[src/rtl/sap_pkg.sv]
// sap_pkg: shared opcodes, T-state encoding and width helper for the sap_core CPU.
package sap_pkg;

   localparam int OPC_W = 4;

   localparam logic [OPC_W-1:0] OP_NOP = 4'h0;
   localparam logic [OPC_W-1:0] OP_LDA = 4'h1;
   localparam logic [OPC_W-1:0] OP_ADD = 4'h2;
   localparam logic [OPC_W-1:0] OP_SUB = 4'h3;
   localparam logic [OPC_W-1:0] OP_STA = 4'h4;
   localparam logic [OPC_W-1:0] OP_LDI = 4'h5;
   localparam logic [OPC_W-1:0] OP_JMP = 4'h6;
   localparam logic [OPC_W-1:0] OP_JC  = 4'h7;
   localparam logic [OPC_W-1:0] OP_JZ  = 4'h8;
   localparam logic [OPC_W-1:0] OP_OUT = 4'hE;
   localparam logic [OPC_W-1:0] OP_HLT = 4'hF;

   typedef enum logic [2:0] {
      T0 = 3'd0,
      T1 = 3'd1,
      T2 = 3'd2,
      T3 = 3'd3,
      T4 = 3'd4
   } tstate_e;

   // Operand/address width left over once the opcode field is removed.
   function automatic int addr_w(input int data_w);
      return data_w - OPC_W;
   endfunction

endpackage

[src/rtl/sap_ram.sv]
// sap_ram: single-port synchronous-read program/data memory with a host write
// port that takes priority over the core write. Contents are never reset.
module sap_ram
   import sap_pkg::*;
#(
   parameter int DATA_W = 8,
   parameter int ADDR_W = 4
) (
   input  logic              clk,
   input  logic [ADDR_W-1:0] addr,
   input  logic              core_we,
   input  logic [DATA_W-1:0] core_wdata,
   output logic [DATA_W-1:0] rd_data,
   input  logic              prog_we,
   input  logic [ADDR_W-1:0] prog_addr,
   input  logic [DATA_W-1:0] prog_data
);

   logic [DATA_W-1:0] mem_q [2**ADDR_W];
   logic [DATA_W-1:0] rd_q;

   // Host write wins over a same-cycle core write; read is registered every clock.
   always_ff @(posedge clk) begin
      if (prog_we) begin
         mem_q[prog_addr] <= prog_data;
      end else if (core_we) begin
         mem_q[addr] <= core_wdata;
      end
      rd_q <= mem_q[addr];
   end

   assign rd_data = rd_q;

endmodule

[src/rtl/sap_core.sv]
// sap_core: parametrised SAP-style accumulator CPU with variable-length
// instructions, clock enable and a host program-load port.
// Optional macro SAP_STEP_EN adds step_mode/step single-instruction stepping.
//
// state | meaning
// T0    | MAR <= PC (waits here when halted or when stepping is not released)
// T1    | IR <= MEM[MAR], PC <= PC+1
// T2    | decode: load MAR with operand, or finish a 3-cycle instruction
// T3    | memory data phase of LDA/ADD/SUB/STA
// T4    | ALU writeback of ADD/SUB
module sap_core
   import sap_pkg::*;
#(
   parameter  int DATA_W = 8,
   localparam int ADDR_W = addr_w(DATA_W)
) (
   input  logic              clk,
   input  logic              rst,
   input  logic              ce,
`ifdef SAP_STEP_EN
   input  logic              step_mode,
   input  logic              step,
`endif
   input  logic              prog_we,
   input  logic [ADDR_W-1:0] prog_addr,
   input  logic [DATA_W-1:0] prog_data,
   output logic [DATA_W-1:0] out_data,
   output logic              out_valid,
   output logic              halted,
   output logic [ADDR_W-1:0] pc_dbg
);

   tstate_e           t_q, t_d;
   logic [ADDR_W-1:0] pc_q, pc_d;
   logic [ADDR_W-1:0] mar_q, mar_d;
   logic [DATA_W-1:0] ir_q, ir_d;
   logic [DATA_W-1:0] a_q, a_d;
   logic [DATA_W-1:0] b_q, b_d;
   logic              c_q, c_d;
   logic              z_q, z_d;
   logic [DATA_W-1:0] out_data_q, out_data_d;
   logic              out_valid_q, out_valid_d;
   logic              halted_q, halted_d;

   logic              ram_we;
   logic [DATA_W-1:0] ram_rdata;
   logic              run_ok;

   logic [OPC_W-1:0]  opcode;
   logic [ADDR_W-1:0] operand;
   logic              is_sub;
   logic [DATA_W-1:0] b_op;
   logic [DATA_W:0]   alu_sum;

`ifdef SAP_STEP_EN
   assign run_ok = ~step_mode | step;
`else
   assign run_ok = 1'b1;
`endif

   assign opcode  = ir_q[DATA_W-1:ADDR_W];
   assign operand = ir_q[ADDR_W-1:0];

   // SUB is A + ~B + 1, so carry-out set means no borrow.
   assign is_sub  = (opcode == OP_SUB);
   assign b_op    = is_sub ? ~b_q : b_q;
   assign alu_sum = {1'b0, a_q} + {1'b0, b_op} + {{DATA_W{1'b0}}, is_sub};

   // Next-state and datapath decode; nothing moves without ce or once halted.
   always_comb begin
      t_d         = t_q;
      pc_d        = pc_q;
      mar_d       = mar_q;
      ir_d        = ir_q;
      a_d         = a_q;
      b_d         = b_q;
      c_d         = c_q;
      z_d         = z_q;
      out_data_d  = out_data_q;
      out_valid_d = 1'b0;
      halted_d    = halted_q;
      ram_we      = 1'b0;
      if (ce && !halted_q) begin
         case (t_q)
            T0: begin
               if (run_ok) begin
                  mar_d = pc_q;
                  t_d   = T1;
               end
            end
            T1: begin
               ir_d = ram_rdata;
               pc_d = pc_q + ADDR_W'(1);
               t_d  = T2;
            end
            T2: begin
               t_d = T0;
               case (opcode)
                  OP_LDA, OP_ADD, OP_SUB, OP_STA: begin
                     mar_d = operand;
                     t_d   = T3;
                  end
                  OP_LDI: a_d = {{OPC_W{1'b0}}, operand};
                  OP_JMP: pc_d = operand;
                  OP_JC:  if (c_q) pc_d = operand;
                  OP_JZ:  if (z_q) pc_d = operand;
                  OP_OUT: begin
                     out_data_d  = a_q;
                     out_valid_d = 1'b1;
                  end
                  OP_HLT: halted_d = 1'b1;
                  default: ;
               endcase
            end
            T3: begin
               t_d = T0;
               case (opcode)
                  OP_LDA: a_d = ram_rdata;
                  OP_ADD, OP_SUB: begin
                     b_d = ram_rdata;
                     t_d = T4;
                  end
                  OP_STA: ram_we = 1'b1;
                  default: ;
               endcase
            end
            T4: begin
               a_d = alu_sum[DATA_W-1:0];
               c_d = alu_sum[DATA_W];
               z_d = (alu_sum[DATA_W-1:0] == '0);
               t_d = T0;
            end
            default: t_d = T0;
         endcase
      end
   end

   // Core register bank with synchronous reset.
   always_ff @(posedge clk) begin
      if (rst) begin
         t_q         <= T0;
         pc_q        <= '0;
         mar_q       <= '0;
         ir_q        <= '0;
         a_q         <= '0;
         b_q         <= '0;
         c_q         <= 1'b0;
         z_q         <= 1'b0;
         out_data_q  <= '0;
         out_valid_q <= 1'b0;
         halted_q    <= 1'b0;
      end else begin
         t_q         <= t_d;
         pc_q        <= pc_d;
         mar_q       <= mar_d;
         ir_q        <= ir_d;
         a_q         <= a_d;
         b_q         <= b_d;
         c_q         <= c_d;
         z_q         <= z_d;
         out_data_q  <= out_data_d;
         out_valid_q <= out_valid_d;
         halted_q    <= halted_d;
      end
   end

   // RAM is addressed by next-MAR so read data is ready the state after MAR loads;
   // a reset in the STA write cycle drops the write.
   sap_ram #(
      .DATA_W (DATA_W),
      .ADDR_W (ADDR_W)
   ) u_ram (
      .clk        (clk),
      .addr       (mar_d),
      .core_we    (ram_we & ~rst),
      .core_wdata (a_q),
      .rd_data    (ram_rdata),
      .prog_we    (prog_we),
      .prog_addr  (prog_addr),
      .prog_data  (prog_data)
   );

   assign out_data  = out_data_q;
   assign out_valid = out_valid_q;
   assign halted    = halted_q;
   assign pc_dbg    = pc_q;

endmodule

[config.mk]
export PLATFORM = sky130hd
export DESIGN_NAME = sap_core
export DESIGN_NICKNAME = d
export VERILOG_FILES = /design/src/rtl/sap_pkg.sv /design/src/rtl/sap_ram.sv /design/src/rtl/sap_core.sv
export SDC_FILE = /design/constraint.sdc
export NUM_CORES = 1
export LEC_CHECK = 0
export ABC_AREA = 1
export BUFFER_PORTS_ARGS = -buffer_cell sky130_fd_sc_hd__buf_2
export CAP_MARGIN = 25
export CORE_ASPECT_RATIO = 1.1
export CORE_MARGIN = 10
export CORE_UTILIZATION = 62
export DETAILED_ROUTE_END_ITERATION = 8
export PLACE_DENSITY = 0.8
export SYNTH_ARGS = -nofsm -noshare
export SYNTH_HDL_FRONTEND = slang
export SYNTH_SLANG_ARGS = --single-unit
[constraint.sdc]
create_clock -name clk -period 3.03 [get_ports clk]
set_clock_uncertainty 0.05 [all_clocks]
set_input_delay 0 -clock clk [delete_from_list [all_inputs] [get_ports clk]]
set_output_delay 0 -clock clk [all_outputs]
set_load 0.1 [all_outputs]
# Yosys cells after proc, flatten, opt, wreduce, memory -nomap -nowiden

Memory sizes are Yosys's and may differ from the RTL's. A register that Yosys moved wholly into a read port is not among the register bits.
Cells that the tools add are included.

Multipliers: 0
Shift-type cells: 0
Reduce and logical (&&, ||, !) cells: 17
Equality and inequality tests: 19
Div/mod/pow operators: 0
Bitwise gates (word level): 5
Multiplexer cells: 26
Order comparisons: 0
Add/subtract/negate cells: 3

Operators by type and width:

| cell                | number |
|---|---|
| $mux 8              | 4 |
| $pmux 8 s3          | 1 |
| $mux 4              | 5 |
| $eq 4x3->1 const B  | 4 |
| $pmux 4 s2          | 2 |
| $eq 4x4->1 const B  | 3 |
| $pmux 3 s4          | 1 |
| $pmux 4 s3          | 1 |
| $mux 1              | 10 |
| $add 8x8->9         | 1 |
| $add 9x1->9         | 1 |
| $reduce_and 3->1    | 3 |
| $eq 4x2->1 const B  | 2 |
| $logic_not 8->1     | 1 |
| $not 8->8           | 1 |
| $reduce_or 8->1     | 1 |
| $eq 3x2->1 const B  | 2 |
| $ne 3x3->1 const B  | 2 |
| $reduce_and 5->1    | 1 |
| $add 4x1->4 const B | 1 |
| $eq 4x1->1 const B  | 1 |
| $ne 2x1->1 const B  | 2 |
| $ne 4x2->1 const B  | 1 |
| $reduce_and 2->1    | 2 |
| 15 further kinds    | 17 |

ROM bits: 0
Memories: 1
RAM bits: 128
Latch bits: 0
Flip-flop bits (word level): 47
Logic and storage cells: 82
Output and inout bits: 14

Memories:

| name        | words | width | read ports | clocked after memory_dff | write ports | RTL line      | RTL |
|---|---|---|---|---|---|---|---|
| u_ram.mem_q | 16    | 8     | 1          | 1                        | 1           | sap_ram.sv:19 | `logic [DATA_W-1:0] mem_q [2**ADDR_W];` |

# Depth between registers and ports, before layout

Word-level depth: 10
Gate-level depth with buffers: 16

# By module

A second synthesis with hierarchy kept.

Cell total of the unflattened synthesis: 952
Area total of the unflattened synthesis: 8554.5 µm²

Modules (own cells, without submodules):

| module   | area an instance (µm²) | times used | cells an instance |
|---|---|---|---|
| sap_ram  | 5941.9                 | 1          | 574 |
| sap_core | 2612.5                 | 1          | 378 |

# Least setup slack after synthesis

No wires, ideal clock.

Path kind: reg2reg
Start point: register halted_q, in the netlist halted
End point: memory u_ram.mem_q[7][0] (enable)
Stages on the path, launching flop included: 12
Arrival: 2.429 ns
Slack: 0.181 ns
Path buffers: 1
Data required time: 2.610 ns
Setup time: 0.370 ns
Path through: dfxtp_1 > inv_1 > nand2_1 > buf_2 > nor4_1 > nand2_1 > clkinv_1 > nand2_1 > o21ai_2 > nor2_2 > nand2_1 > nor2_1

Cells in the longest elaborated chain, start to end: 9
Elaborated cells between the ends (all ways): 11
Those cells by class: 7 x mux; 1 x bitwise; 3 x reduce/logical

Ends and longest elaborated chain:

| element                                                  | RTL line        | RTL |
|---|---|---|
| from (decl)                                              | sap_core.sv:43  | `logic halted_q, halted_d;` |
| from (signal assigned)                                   | sap_core.sv:163 | `halted_q <= halted_d;` |
| $logic_not 1->1 (*)                                      | sap_core.sv:83  | `if (ce && !halted_q) begin` |
| $logic_and 1x1->1 (*)                                    | sap_core.sv:83  |  |
| $mux 1                                                   | sap_core.sv:83  |  |
| $and 1x1->1                                              | sap_core.sv:175 | `.core_we (ram_we & ~rst),` |
| $mux 1                                                   | sap_ram.sv:26   | `end else if (core_we) begin` |
| $mux 1                                                   | sap_ram.sv:24   | `if (prog_we) begin` |
| $mux 1 (implied by the code)                             | sap_ram.sv:27   | `mem_q[addr] <= core_wdata;` |
| $reduce_or 8->1 (no source line)                         | --              |  |
| $mux 4 (no source line) / $mux 1 (equally long branches) | --              |  |
| to (decl)                                                | sap_ram.sv:19   |  |

Mark *: on every way between the ends. The rest lies on a longest branch, timed or not.

# Worst setup path in the final report

Start point: register t_q[2]
End point: memory u_ram.mem_q[10][6] (enable)

Cells in the longest elaborated chain, start to end: 9
Elaborated cells between the ends (all ways): 14
Those cells by class: 2 x eq/ne; 9 x mux; 1 x bitwise; 2 x reduce/logical

Ends and longest elaborated chain:

| element                                                  | RTL line        | RTL |
|---|---|---|
| from (decl)                                              | sap_core.sv:33  | `tstate_e t_q, t_d;` |
| from (signal assigned)                                   | sap_core.sv:153 | `t_q <= t_d;` |
| $eq 3x2->1                                               | sap_core.sv:84  | `case (t_q)` |
| $mux 1                                                   | sap_core.sv:84  |  |
| $mux 1                                                   | sap_core.sv:83  |  |
| $and 1x1->1                                              | sap_core.sv:175 |  |
| $mux 1                                                   | sap_ram.sv:26   |  |
| $mux 1                                                   | sap_ram.sv:24   |  |
| $mux 1 (implied by the code)                             | sap_ram.sv:27   |  |
| $reduce_or 8->1 (no source line)                         | --              |  |
| $mux 4 (no source line) / $mux 1 (equally long branches) | --              |  |

Parallel ways exist; a longest one is shown, timed or not.

==> run_summary.xml <==
<?xml version="1.0" encoding="UTF-8"?>
<metrics>
  <group name="status">
    <metric name="run_status" unit="">finished clean</metric>
  </group>
  <group name="sta">
    <metric name="final_hold_viol_count" unit="">0</metric>
    <metric name="timing.final.crit_period" unit="ns">2.75</metric>
    <metric name="tightestPinTransition" unit="ns">0.806</metric>
    <metric name="timing.final.crit_share" unit="%">90.7</metric>
    <metric name="slew_viol_final" unit="">0</metric>
    <metric name="highest_achievable_clock_rate" unit="MHz">364</metric>
    <metric name="final.hold.worst_slack" unit="ns">0.100</metric>
    <metric name="totalNegativeSetupSlack" unit="ns">0</metric>
    <metric name="worst_slew_margin_rel" unit="%">46.1</metric>
    <metric name="finalSetupViolations" unit="">0</metric>
    <metric name="grt_setup_unrepaired" unit="">false</metric>
  </group>
  <group name="placement">
    <metric name="routabilityCongestion" unit="">0.938</metric>
    <metric name="dp.final_hpwl" unit="µm">13500</metric>
    <metric name="placement.io_buffers" unit="">29</metric>
  </group>
  <group name="detailed_routing">
    <metric name="dr.pass1.iters" unit="">7</metric>
    <metric name="routed_wl" unit="µm">20100</metric>
    <metric name="drt-initial-drc-count" unit="">724</metric>
    <metric name="mean_number_of_vias_per_cell" unit="">5.59</metric>
    <metric name="routedWlPerCell" unit="µm">17.1</metric>
    <metric name="detailroute.via_count" unit="">6574</metric>
    <metric name="postRouteAntennaNets" unit="">0</metric>
    <metric name="drc" unit="">0</metric>
  </group>
  <group name="worst_setup_path">
    <metric name="path_max_fanout" unit="">11</metric>
    <metric name="worst_setup_path_start_kind" unit="">register</metric>
    <metric name="crit_arrival" unit="ns">2.85</metric>
    <metric name="critical_path.reg2reg.startpoint" unit="">t_q[2]</metric>
    <metric name="worst_setup_path_end_kind" unit="">register</metric>
    <metric name="critical_path.reg2reg.endpoint" unit="">u_ram.mem_q[10][6]</metric>
    <metric name="regToRegSetupSlack" unit="ns">0.28</metric>
    <metric name="timing.setup.critical_path_class" unit="">reg -&gt; reg</metric>
    <metric name="crit_path_start" unit="">t_q[2]</metric>
    <metric name="critPathRequiredTime" unit="ns">3.13</metric>
    <metric name="timing.reg2reg.worst_path_depth" unit="">12</metric>
  </group>
  <group name="synth">
    <metric name="yosys_most_used_dff" unit="">sky130_fd_sc_hd__edfxtp_1</metric>
    <metric name="synthesis.instances" unit="">942</metric>
    <metric name="synth_warnings" unit="">0</metric>
    <metric name="synth_seq_area_share" unit="%">57.9</metric>
    <metric name="synth.avg_cell_area" unit="µm²">9.07</metric>
    <metric name="synthDistinctLibCells" unit="">37</metric>
    <metric name="post_synth_instance_area" unit="mm²">0.00854</metric>
    <metric name="synth.net_count" unit="">967</metric>
    <metric name="synth_enable_flop_cells" unit="">128</metric>
    <metric name="asyncSetResetFlopFracSynth" unit="%">0</metric>
    <metric name="flop_and_latch_count_out_of_synthesis" unit="">183</metric>
  </group>
  <group name="layout">
    <metric name="drive_above_1_share" unit="%">10.8</metric>
    <metric name="layout.nets" unit="">1004</metric>
    <metric name="synthToLayoutAreaGrowth" unit="%">11.3</metric>
    <metric name="antenna-diode-count" unit="">0</metric>
  </group>
  <group name="power_and_ir_drop">
    <metric name="static-leakage-power" unit="nW">4.06</metric>
    <metric name="power_density" unit="mW/mm²">590</metric>
    <metric name="ir_worst_vdd" unit="mV">0.446</metric>
  </group>
  <group name="grt">
    <metric name="grt_start_max_net_pins" unit="">66</metric>
    <metric name="grt_first_pass_wirelength" unit="µm">32100</metric>
    <metric name="grt_antenna_before_repair" unit="">0</metric>
    <metric name="globalRouteTotalUtil" unit="%">21.6</metric>
    <metric name="global_route.overflow_total" unit="">0</metric>
    <metric name="grt_pass1_vias" unit="">6197</metric>
  </group>
  <group name="clock_network">
    <metric name="worstSkewPairLatency" unit="ns">0.44</metric>
    <metric name="htree_levels" unit="">4</metric>
    <metric name="ctsResizeCount" unit="">0</metric>
    <metric name="cts.root.buffer_cell" unit="">sky130_fd_sc_hd__clkbuf_16</metric>
    <metric name="ctsLongestPathBuffers" unit="">2</metric>
    <metric name="clock_sink_count" unit="">183</metric>
    <metric name="numCtsBuffers" unit="">17</metric>
    <metric name="clock_tree_from_tritoncts" unit="">done</metric>
    <metric name="clkTransAtPathRegs" unit="ns">0.06</metric>
  </group>
  <group name="hold_path">
    <metric name="holdCritPathClass" unit="">in -&gt; reg</metric>
    <metric name="hold_end" unit="">t_q[1]</metric>
    <metric name="timing.hold.worst_path_depth" unit="">4</metric>
    <metric name="min-delay-start" unit="">ce</metric>
  </group>
  <group name="floorplanning">
    <metric name="placeableCoreArea" unit="mm²">0.0134</metric>
    <metric name="die_ar" unit="mm²">0.0189</metric>
    <metric name="row_count" unit="">44</metric>
    <metric name="horizontal_die_dimension" unit="µm">132</metric>
    <metric name="dieHeight" unit="µm">143</metric>
    <metric name="floorplan.io_pins" unit="">30</metric>
    <metric name="initial_core_util" unit="%">63.9</metric>
  </group>
  <group name="run">
    <metric name="max-cap-violations" unit="">0</metric>
  </group>
</metrics>
cells in the final DEF (no fill, tap or decap), types with 5 or more instances in the layout:
cell / n
sky130_fd_sc_hd__nand2_1: 190
sky130_fd_sc_hd__nand3_1: 168
sky130_fd_sc_hd__edfxtp_1: 128
sky130_fd_sc_hd__inv_1: 124
sky130_fd_sc_hd__nor2_1: 65
sky130_fd_sc_hd__dfxtp_1: 55
sky130_fd_sc_hd__o21ai_0: 43
sky130_fd_sc_hd__a21oi_1: 38
sky130_fd_sc_hd__buf_2: 29
sky130_fd_sc_hd__buf_4: 25
sky130_fd_sc_hd__nand3b_1: 17
sky130_fd_sc_hd__clkbuf_16: 17
sky130_fd_sc_hd__xnor2_1: 11
sky130_fd_sc_hd__nand2_2: 9
sky130_fd_sc_hd__ha_1: 8
sky130_fd_sc_hd__inv_2: 6
sky130_fd_sc_hd__nor3_1: 6
sky130_fd_sc_hd__clkinv_1: 6
sky130_fd_sc_hd__o21ai_1: 5
cell families after synthesis:
group           count (synthesis)  share of synthesized area, %
fa+ha+maj                       9                          1.41
compound gates                 99                          6.15
xor+xnor                       12                          1.23
flops                         183                          57.9
buf+inv                       172                          8.89
simple gates                  467                          24.4
cells in the mapped netlist, types with 6 or more instances:
| master | number | area share, % |
|---|---|---|
| sky130_fd_sc_hd__nand2_1 | 191 | 8.4 |
| sky130_fd_sc_hd__nand3_1 | 168 | 9.8 |
| sky130_fd_sc_hd__edfxtp_1 | 128 | 45 |
| sky130_fd_sc_hd__inv_1 | 124 | 5.4 |
| sky130_fd_sc_hd__nor2_1 | 65 | 2.9 |
| sky130_fd_sc_hd__dfxtp_1 | 55 | 13 |
| sky130_fd_sc_hd__o21ai_0 | 44 | 2.6 |
| sky130_fd_sc_hd__a21oi_1 | 38 | 2.2 |
| sky130_fd_sc_hd__nand3b_1 | 17 | 1.5 |
| sky130_fd_sc_hd__buf_4 | 11 | 0.97 |
| sky130_fd_sc_hd__xnor2_1 | 11 | 1.1 |
| sky130_fd_sc_hd__buf_2 | 10 | 0.59 |
| sky130_fd_sc_hd__buf_6 | 8 | 1.1 |
| sky130_fd_sc_hd__clkbuf_1 | 8 | 0.35 |
| sky130_fd_sc_hd__ha_1 | 8 | 1.2 |
| sky130_fd_sc_hd__nand2_2 | 8 | 0.59 |
| sky130_fd_sc_hd__inv_2 | 6 | 0.26 |
| sky130_fd_sc_hd__nor3_1 | 6 | 0.35 |
worst max-delay path, stage by stage (launching register included):
cell and delay [ns]:
sky130_fd_sc_hd__dfxtp_1 0.34, sky130_fd_sc_hd__inv_1 0.09, sky130_fd_sc_hd__nand2_1 0.08, sky130_fd_sc_hd__nor2_2 0.34, sky130_fd_sc_hd__nand3_1 0.15, sky130_fd_sc_hd__nand2_2 0.15
sky130_fd_sc_hd__inv_2 0.05, sky130_fd_sc_hd__o21ai_2 0.41, sky130_fd_sc_hd__o21ai_1 0.23, sky130_fd_sc_hd__inv_1 0.11, sky130_fd_sc_hd__nand2_1 0.12, sky130_fd_sc_hd__nor2_1 0.15
sky130_fd_sc_hd__buf_4 0.19
routing by layer:
metal | up-vias | track usage [%] | part of all wire, %
met5 | - | 0 | 0
met4 | 0 | 10.4 | 3.1
met3 | 42 | 3.68 | 6.1
met2 | 266 | 36.5 | 49
met1 | 3057 | 26.4 | 41
li1 | 3209 | - | -
power breakdown:
group | leakage, nW | internal, W | switching (W)
Combinational | 2.15 | 0.000128 | 0.000326
Sequential | 1.60 | 0.00275 | 0.0000534
Clock | 0.304 | 0.00139 | 0.000961
Total | 4.06 | 0.00427 | 0.00134
registers in the layout (all words and copies together), names as in the netlist:
name,cells
u_ram.mem_q,128
out_data,8
pc_dbg,4
a_q,8
b_q,8
mar_q,4
out_valid,1
z_q,1
c_q,1
t_q,3
ir_q,8
halted,1
u_ram.rd_data,8
worst max-delay path by stage:
stage / to / slack [ns] / depth (start not counted)
after CTS: u_ram.mem_q[10][6] / 0.33 / 12
after floorplan: u_ram.mem_q[7][0] / 0.18 / 11
after global routing: u_ram.mem_q[10][2] / 0.07 / 12
after detailed placement: u_ram.mem_q[10][6] / 0.37 / 12
final: u_ram.mem_q[10][6] / 0.28 / 12
after global placement: u_ram.mem_q[10][5] / 0.44 / 12
layout make-up:
class	count	area (µm²)
clock buffer	18	429
clock inverter	14	195
fill	1021	3870
inverter	134	503
multi-input combinational	587	2840
sequential	183	4940
tap	184	230
timing repair buffer	56	363
stage by stage:
step / util [%] / setup slack, ns / std cells / power [W] / cell area [µm²]
floorplan: - / 0.181 / 942 / 0.00316 / 8540
global placement: 66.3 / 0.436 / 1143 / 0.00329 / 8870
detailed placement: 66.3 / 0.368 / 1143 / 0.00330 / 8870
CTS: 71.1 / 0.330 / 1176 / 0.00560 / 9510
global route: 71.1 / 0.0731 / 1176 / 0.00577 / 9510
finish: 71.1 / 0.282 / 1176 / 0.00561 / 9510
timing repair:
action,in CTS,in global routing
hold buffers,1,0
hold endpoints to repair,10,0
setup endpoints to repair,0,0
buffers inserted,0,0
Power figures use the tool's default switching activity.
